==> config.mk <==
export PLATFORM = sky130hd
export DESIGN_NAME = diff_add_mul_host
export DESIGN_NICKNAME = d
export VERILOG_FILES = /design/src/rtl/diff_add_mul_host_pkg.sv /design/src/rtl/sync_fifo.sv /design/src/rtl/diff_add_mul_host.sv
export SDC_FILE = /design/constraint.sdc
export NUM_CORES = 1
export LEC_CHECK = 0
export CAP_MARGIN = 0
export CORE_AREA = 5 5 131 227
export CTS_BUF_LIST = sky130_fd_sc_hd__clkbuf_8 sky130_fd_sc_hd__clkbuf_16
export CTS_CLUSTER_DIAMETER = 30
export DETAILED_ROUTE_END_ITERATION = 8
export DIE_AREA = 0 0 136 232
export PLACE_DENSITY = 0.74
export SKIP_CTS_REPAIR_TIMING = 1
export SLEW_MARGIN = 15
export SYNTH_ARGS = -nofsm -noshare
export SYNTH_HDL_FRONTEND = slang
export SYNTH_SLANG_ARGS = --single-unit
==> constraint.sdc <==
create_clock -name clk -period 9.3 [get_ports clk]
set_input_delay 1.86 -clock clk [delete_from_list [all_inputs] [get_ports clk]]
set_output_delay 1.86 -clock clk [all_outputs]
set_load 0.02 [all_outputs]
==> src/rtl/diff_add_mul_host_pkg.sv <==
// Shared definitions for the diff/add/mul host.
//   - bubble operand pattern driven to the engine when no real command is issued
//   - command, tag and result record types carried by the internal FIFOs
//   - golden reference: a = |i - j|, then (a + k) or (a * k), both mod 256
package diff_add_mul_host_pkg;

  localparam logic [7:0] BUBBLE_I  = 8'd0;
  localparam logic [7:0] BUBBLE_J  = 8'd0;
  localparam logic [7:0] BUBBLE_K  = 8'd0;
  localparam logic       BUBBLE_OP = 1'b1;

  typedef struct packed {
    logic [7:0] i;
    logic [7:0] j;
    logic [7:0] k;
    logic       op;
  } cmd_t;

  typedef struct packed {
    logic       bubble;
    logic [7:0] golden;
  } tag_t;

  typedef struct packed {
    logic [7:0] data;
    logic       mismatch;
  } res_t;

  function automatic logic [7:0] golden_calc(input logic [7:0] i,
                                             input logic [7:0] j,
                                             input logic [7:0] k,
                                             input logic       op);
    logic [7:0] a;
    logic [7:0] r;
    a = (i >= j) ? (i - j) : (j - i);
    if (op) r = a + k;
    else    r = a * k;
    return r;
  endfunction

endpackage

==> src/rtl/sync_fifo.sv <==
// Generic single-clock FIFO.
//   clk, rst       : clock, synchronous active-high reset (empties the FIFO)
//   push/push_data : write request; accepted when not full, or when full and
//                    popping in the same cycle
//   pop/pop_data   : read request; pop_data is the current head, readable
//                    combinationally so the consumer can act on it in the
//                    same cycle it pops; pop on empty is ignored
//   full/empty/count : occupancy status, all registered-state derived
module sync_fifo #(
  parameter int WIDTH = 8,
  parameter int DEPTH = 4,
  localparam int CW = $clog2(DEPTH + 1),
  localparam int PW = (DEPTH > 1) ? $clog2(DEPTH) : 1
) (
  input  logic             clk,
  input  logic             rst,
  input  logic             push,
  input  logic [WIDTH-1:0] push_data,
  input  logic             pop,
  output logic [WIDTH-1:0] pop_data,
  output logic             full,
  output logic             empty,
  output logic [CW-1:0]    count
);

  logic [WIDTH-1:0] mem [DEPTH];
  logic [PW-1:0]    wr_ptr_reg;
  logic [PW-1:0]    rd_ptr_reg;
  logic [CW-1:0]    count_reg;
  logic             do_push;
  logic             do_pop;

  function automatic logic [PW-1:0] ptr_inc(input logic [PW-1:0] p);
    return (p == PW'(DEPTH - 1)) ? '0 : p + PW'(1);
  endfunction

  assign empty    = (count_reg == '0);
  assign full     = (count_reg == CW'(DEPTH));
  assign count    = count_reg;
  assign pop_data = mem[rd_ptr_reg];

  // A push into a full FIFO is still legal when the head leaves this cycle.
  assign do_pop  = pop && !empty;
  assign do_push = push && (!full || do_pop);

  // Storage carries no reset; only the pointers define what is valid.
  always_ff @(posedge clk) begin
    if (do_push) mem[wr_ptr_reg] <= push_data;
  end

  always_ff @(posedge clk) begin
    if (rst) begin
      wr_ptr_reg <= '0;
      rd_ptr_reg <= '0;
      count_reg  <= '0;
    end else begin
      if (do_push) wr_ptr_reg <= ptr_inc(wr_ptr_reg);
      if (do_pop)  rd_ptr_reg <= ptr_inc(rd_ptr_reg);
      case ({do_push, do_pop})
        2'b10:   count_reg <= count_reg + CW'(1);
        2'b01:   count_reg <= count_reg - CW'(1);
        default: count_reg <= count_reg;
      endcase
    end
  end

endmodule

==> src/rtl/diff_add_mul_host.sv <==
// Host wrapper around a pipelined diff/add/mul engine.
//   cmd_*        : command input (valid/ready), operands i/j/k and op (1=add)
//   dut_*        : operands presented to the engine; dut_in_valid marks an
//                  engine acceptance, dut_vo/dut_out_valid return results in
//                  acceptance order
//   res_*        : checked results (valid/ready), res_mismatch flags results
//                  that differ from the golden reference
//   err_timeout  : sticky, engine silent for WDOG_CYC cycles with work pending
//   err_overflow : sticky, tag FIFO overrun or result with no outstanding tag
//   issued_cnt / done_cnt : real commands issued / results retired (wrapping)
// Every acceptance pushes a tag; bubbles are issued when no command is ready
// or when the result FIFO could not absorb another real result.
module diff_add_mul_host
  import diff_add_mul_host_pkg::*;
#(
  parameter int CMD_DEPTH = 4,
  parameter int TAG_DEPTH = 8,
  parameter int RES_DEPTH = 4,
  parameter int WDOG_CYC  = 64
) (
  input  logic        clk,
  input  logic        rst,
  input  logic        cmd_valid,
  output logic        cmd_ready,
  input  logic [7:0]  cmd_i,
  input  logic [7:0]  cmd_j,
  input  logic [7:0]  cmd_k,
  input  logic        cmd_op,
  output logic [7:0]  dut_i,
  output logic [7:0]  dut_j,
  output logic [7:0]  dut_k,
  output logic        dut_op,
  input  logic        dut_in_valid,
  input  logic [7:0]  dut_vo,
  input  logic        dut_out_valid,
  output logic        res_valid,
  input  logic        res_ready,
  output logic [7:0]  res_data,
  output logic        res_mismatch,
  output logic        err_timeout,
  output logic        err_overflow,
  output logic [15:0] issued_cnt,
  output logic [15:0] done_cnt
);

  localparam int CCW = $clog2(CMD_DEPTH + 1);
  localparam int TCW = $clog2(TAG_DEPTH + 1);
  localparam int RCW = $clog2(RES_DEPTH + 1);
  localparam int WW  = $clog2(WDOG_CYC + 1);

  // FIFO plumbing
  cmd_t           cmd_in;
  cmd_t           cmd_head;
  logic           cmd_push, cmd_pop, cmd_full, cmd_empty;
  logic [CCW-1:0] cmd_count;

  tag_t           tag_in;
  tag_t           tag_head;
  logic           tag_push, tag_pop, tag_full, tag_empty;
  logic [TCW-1:0] tag_count;

  res_t           res_in;
  res_t           res_head;
  logic           res_push, res_pop, res_full, res_empty;
  logic [RCW-1:0] res_count;

  // control
  logic           credit_ok;
  logic           issue_real;
  logic           real_accept;
  logic           accept;
  logic           tag_drop;
  logic           orphan_out;
  logic           real_retire;
  logic           inflight_inc;

  logic [TCW-1:0] inflight_reg, inflight_next;
  logic [WW-1:0]  wdog_reg, wdog_next;
  logic [15:0]    issued_cnt_reg, done_cnt_reg;
  logic           err_timeout_reg, err_overflow_reg;

  logic           fifo_status_unused;
  assign fifo_status_unused = ^{cmd_count, tag_count, res_full};

  // ---------------------------------------------------------------- command
  assign cmd_ready = !rst && !cmd_full;
  assign cmd_push  = cmd_valid && cmd_ready;
  assign cmd_in    = '{i: cmd_i, j: cmd_j, k: cmd_k, op: cmd_op};

  sync_fifo #(.WIDTH($bits(cmd_t)), .DEPTH(CMD_DEPTH)) u_cmd_fifo (
    .clk       (clk),
    .rst       (rst),
    .push      (cmd_push),
    .push_data (cmd_in),
    .pop       (cmd_pop),
    .pop_data  (cmd_head),
    .full      (cmd_full),
    .empty     (cmd_empty),
    .count     (cmd_count)
  );

  // Credit counts results already queued plus real results still inside the
  // engine, both from registered state, so a result pop only frees a slot
  // from the following cycle on.
  assign credit_ok  = (32'(res_count) + 32'(inflight_reg)) < 32'(RES_DEPTH);
  assign issue_real = !rst && !cmd_empty && credit_ok;

  assign dut_i  = issue_real ? cmd_head.i  : BUBBLE_I;
  assign dut_j  = issue_real ? cmd_head.j  : BUBBLE_J;
  assign dut_k  = issue_real ? cmd_head.k  : BUBBLE_K;
  assign dut_op = issue_real ? cmd_head.op : BUBBLE_OP;

  assign accept      = dut_in_valid && !rst;
  assign real_accept = accept && issue_real;
  assign cmd_pop     = real_accept;

  // -------------------------------------------------------------------- tag
  assign tag_in.bubble = !issue_real;
  assign tag_in.golden = issue_real ? golden_calc(cmd_head.i, cmd_head.j,
                                                  cmd_head.k, cmd_head.op)
                                    : 8'd0;

  assign tag_pop    = dut_out_valid && !rst && !tag_empty;
  assign tag_push   = accept && (!tag_full || tag_pop);
  assign tag_drop   = accept && tag_full && !tag_pop;
  assign orphan_out = dut_out_valid && !rst && tag_empty;

  sync_fifo #(.WIDTH($bits(tag_t)), .DEPTH(TAG_DEPTH)) u_tag_fifo (
    .clk       (clk),
    .rst       (rst),
    .push      (tag_push),
    .push_data (tag_in),
    .pop       (tag_pop),
    .pop_data  (tag_head),
    .full      (tag_full),
    .empty     (tag_empty),
    .count     (tag_count)
  );

  // ----------------------------------------------------------------- result
  assign real_retire = tag_pop && !tag_head.bubble;
  assign res_push    = real_retire;
  assign res_in      = '{data: dut_vo, mismatch: (dut_vo != tag_head.golden)};

  assign res_valid    = !rst && !res_empty;
  assign res_pop      = res_valid && res_ready;
  assign res_data     = res_valid ? res_head.data : 8'd0;
  assign res_mismatch = res_valid && res_head.mismatch;

  sync_fifo #(.WIDTH($bits(res_t)), .DEPTH(RES_DEPTH)) u_res_fifo (
    .clk       (clk),
    .rst       (rst),
    .push      (res_push),
    .push_data (res_in),
    .pop       (res_pop),
    .pop_data  (res_head),
    .full      (res_full),
    .empty     (res_empty),
    .count     (res_count)
  );

  // A real command whose tag was dropped can never retire, so it holds no
  // credit.
  assign inflight_inc = real_accept && tag_push;

  always_comb begin
    inflight_next = inflight_reg;
    case ({inflight_inc, real_retire})
      2'b10:   inflight_next = inflight_reg + TCW'(1);
      2'b01:   inflight_next = inflight_reg - TCW'(1);
      default: inflight_next = inflight_reg;
    endcase
  end

  // Watchdog saturates at WDOG_CYC; the error latches on the edge it gets there.
  always_comb begin
    wdog_next = wdog_reg;
    if (dut_out_valid || tag_empty)
      wdog_next = '0;
    else if (wdog_reg != WW'(WDOG_CYC))
      wdog_next = wdog_reg + WW'(1);
  end

  always_ff @(posedge clk) begin
    if (rst) begin
      inflight_reg     <= '0;
      wdog_reg         <= '0;
      issued_cnt_reg   <= '0;
      done_cnt_reg     <= '0;
      err_timeout_reg  <= 1'b0;
      err_overflow_reg <= 1'b0;
    end else begin
      inflight_reg <= inflight_next;
      wdog_reg     <= wdog_next;
      if (real_accept) issued_cnt_reg <= issued_cnt_reg + 16'd1;
      if (real_retire) done_cnt_reg   <= done_cnt_reg + 16'd1;
      if (wdog_next == WW'(WDOG_CYC)) err_timeout_reg <= 1'b1;
      if (tag_drop || orphan_out)     err_overflow_reg <= 1'b1;
    end
  end

  assign issued_cnt   = issued_cnt_reg;
  assign done_cnt     = done_cnt_reg;
  assign err_timeout  = err_timeout_reg;
  assign err_overflow = err_overflow_reg;

endmodule

==> metrics <==
Worst Reg-to-Reg Cells=27; Slowest-stage cell, CP=dfxtp_1; Mapped Nets=1,168; Slew @ Worst Pin=1.21 ns; # nets final=1,289; P_sw=1.32 mW; max FFs per register=100; maxcap violations=0; Die Span Y=232 um; sequential group share of total power=34.7%; number of flops mapped to enable cells by yosys=208; CTS root buf=clkbuf_16; gr usage total=18.1%; pwr dens=255 nW/um^2; Seq/Total Area, Yosys=56.9%; Slew Limit Fails=0; Worst setup EP type=register; Top delay family on crit path=adder cells; clk_skew=0.0177 ns; CP Launch Type=register; H-tree depth=2; clk sinks=284; Clk network pwr share=32.4%; post-synthesis register bit count=284; Max IR drop VDD=191 uV; Top Registers=u_cmd_fifo.mem: 100 flops, u_tag_fifo.mem: 72 flops, u_res_fifo.mem: 36 flops; DRC=0; Post-Syn Instances=1,044; Hold Path Origin=err_timeout; IO Pins=109; Top reg by flops=u_cmd_fifo.mem; Initial Utilization=49.3%; reg-to-reg endpoint=u_tag_fifo.mem[4][7]; yosys warns=0; synth top area cells=edfxtp_1 (46%), dfxtp_1 (11%), mux4_2 (8.1%), ha_1 (6.0%), nor2_1 (3.1%); largest net degree at the start of global routing=49; Mapped Area=13,700 um^2; top-area cell type share of the netlist area=45.8%; standard-cell rows=81; Levels on crit path=27; status=completed; Die Wd=136 um; Antenna Cells=0; commonest cells in the netlist=edfxtp_1 (208), nor2_1 (112), inv_1 (83); Clock Path Buffers=3; unrepaired setup endpoints after global routing=false; Gate power share=32.9%; port bufs=108; Pleak=5.81 nW; vias=8,377; layout cells sized above 1=11.9%; Main synth FF type=edfxtp_1; fmax=0.128 GHz; Final Hold Vio Count=0; Cell Count Post-Placement=1,501; main combinational cell family by area after synthesis=simple AND/OR/NAND/NOR gates; drt initial violations=315; setup TNS=0 ns; WL/cell=17.8 um; Fill cells=2,169; drt total wl=27.7 mm; final hold slack=0.476 ns; cell taking the most area after synthesis=edfxtp_1; Buf/Inv on CP=5; cell-internal power=2.85 mW; crit path kind=reg -> reg; core area=27,700 um^2; Detail Placement HPWL=20.1 mm; crit path DAT=8.15 ns; vias in the first global route=8,904; Die ar.=31,600 um^2; hold endpoint=err_timeout; Worst-Skew Late Latency=0.52 ns; Critical Path Fanout Max=19; post-synthesis async set-or-reset flop share=0%; fin crit share=84.3%; synthesized area per cell=13.1 um^2; Synth Area in Adders=8.84%; simple-gate share of the synthesized area=10.9%; initial antenna violation count=0; Placer Congestion=0.862; Max-slew headroom=19.2%; grt ovf=0; clock slew at reported path FFs=0.06 ns; Synth Area in Compound Gates=4.78%; CTS buffer count=35; drt via density=5.36; hold path depth=2; pre-CTS setup slack=1.43 ns; critical path data required time=9.61 ns; Hold Crit Class=reg -> reg; R2R Setup Slk=1.46 ns; CTS tree=built; mux contribution to synthesized area=10.2%; clock period minus worst slack=7.84 ns; most instantiated library cell after synthesis=edfxtp_1; Post-Layout Cell Count=1,563; xor/xnor share of the synthesized area=4.99%; DRT Pass-1 Iters=4; max incr delay on CP=0.88 ns; Final ANT Viol Nets=0; first-pass GRT wire length=45.0 mm; Setup WS post-layout=1.46 ns; Sw Share=31.7%; synth unique cells=62; Final Setup Violations=0; synthesis-to-layout area growth=19.8%
[worst max path at each step]
stage / endpoint / slack, ns
2_1_floorplan: u_tag_fifo.mem[0][7] / 1.27
3_3_place_gp: u_tag_fifo.mem[0][7] / 1.71
3_5_place_dp: u_tag_fifo.mem[3][7] / 1.43
4_1_cts: u_tag_fifo.mem[4][7] / 1.44
5_1_grt: u_tag_fifo.mem[4][7] / 0.89
6_report: u_tag_fifo.mem[4][7] / 1.46
[metal layers]
layer	global-route usage, %	wire [um]	vias to the layer above
met5	0	0	-
met4	8.17	1200	0
met3	3.95	1520	73
met2	34.3	15500	217
met1	18.5	9560	4088
li1	-	-	3999
[cells by family (layout without fill, tap and decap cells)]
group	Yosys count	count (layout)
compound gates	107	107
xor+xnor	73	73
fa+ha+maj	85	85
buf+inv	118	264
flops	284	284
mux	77	77
simple gates	300	300
[worst min-delay path, stage by stage, from the launching register on]
cell,delay (ns)
dfxtp_1,0.33
a31oi_1,0.04
nor2_1,0.07
[stage by stage]
stage | instance area (um^2) | utilization [%] | total power, mW
after global routing | 16300 | 59.1 | 4.44
after detailed placement | 15200 | 54.8 | 2.85
after floorplan | 13700 | - | 2.54
after CTS | 16300 | 59.1 | 4.21
after global placement | 15200 | 54.8 | 2.79
final | 16300 | 59.1 | 4.17
[area by class of cell]
type                    instances  area (um^2)  area share [%]
inverters                      83          312            1.91
clock inverters                27          313            1.91
repair buffers                119         1160            7.09
multi-input cells             642         5450            33.4
well taps                     373          467            2.85
flip-flops and latches        284         7770            47.5
clock buffers                  35          876            5.36
[placed cells by master, fill, tap and decap left out, types with 21 or more instances in the layout]
cell | netlist | final
xor2_1 | 31 | 31
edfxtp_1 | 208 | 208
ha_1 | 66 | 66
a21oi_1 | 38 | 38
nand2_1 | 45 | 45
clkbuf_16 | 0 | 35
mux4_2 | 49 | 49
dfxtp_1 | 76 | 75
o21ai_0 | 27 | 27
and2_1 | 28 | 28
xnor2_1 | 39 | 39
inv_1 | 83 | 85
mux2i_1 | 21 | 21
clkdlybuf4s50_1 | 0 | 107
nor2_1 | 112 | 112
[power groups by stage]
| stage | logic (mW) | clock network [mW] | registers [mW] |
|---|---|---|---|
| after floorplan | 1.08 | 0 | 1.46 |
| after global placement | 1.32 | 0 | 1.47 |
| after detailed placement | 1.37 | 0 | 1.47 |
| after CTS | 1.38 | 1.38 | 1.45 |
| after global routing | 1.55 | 1.43 | 1.45 |
| final | 1.37 | 1.35 | 1.45 |
(Power assumes the default switching activity.)
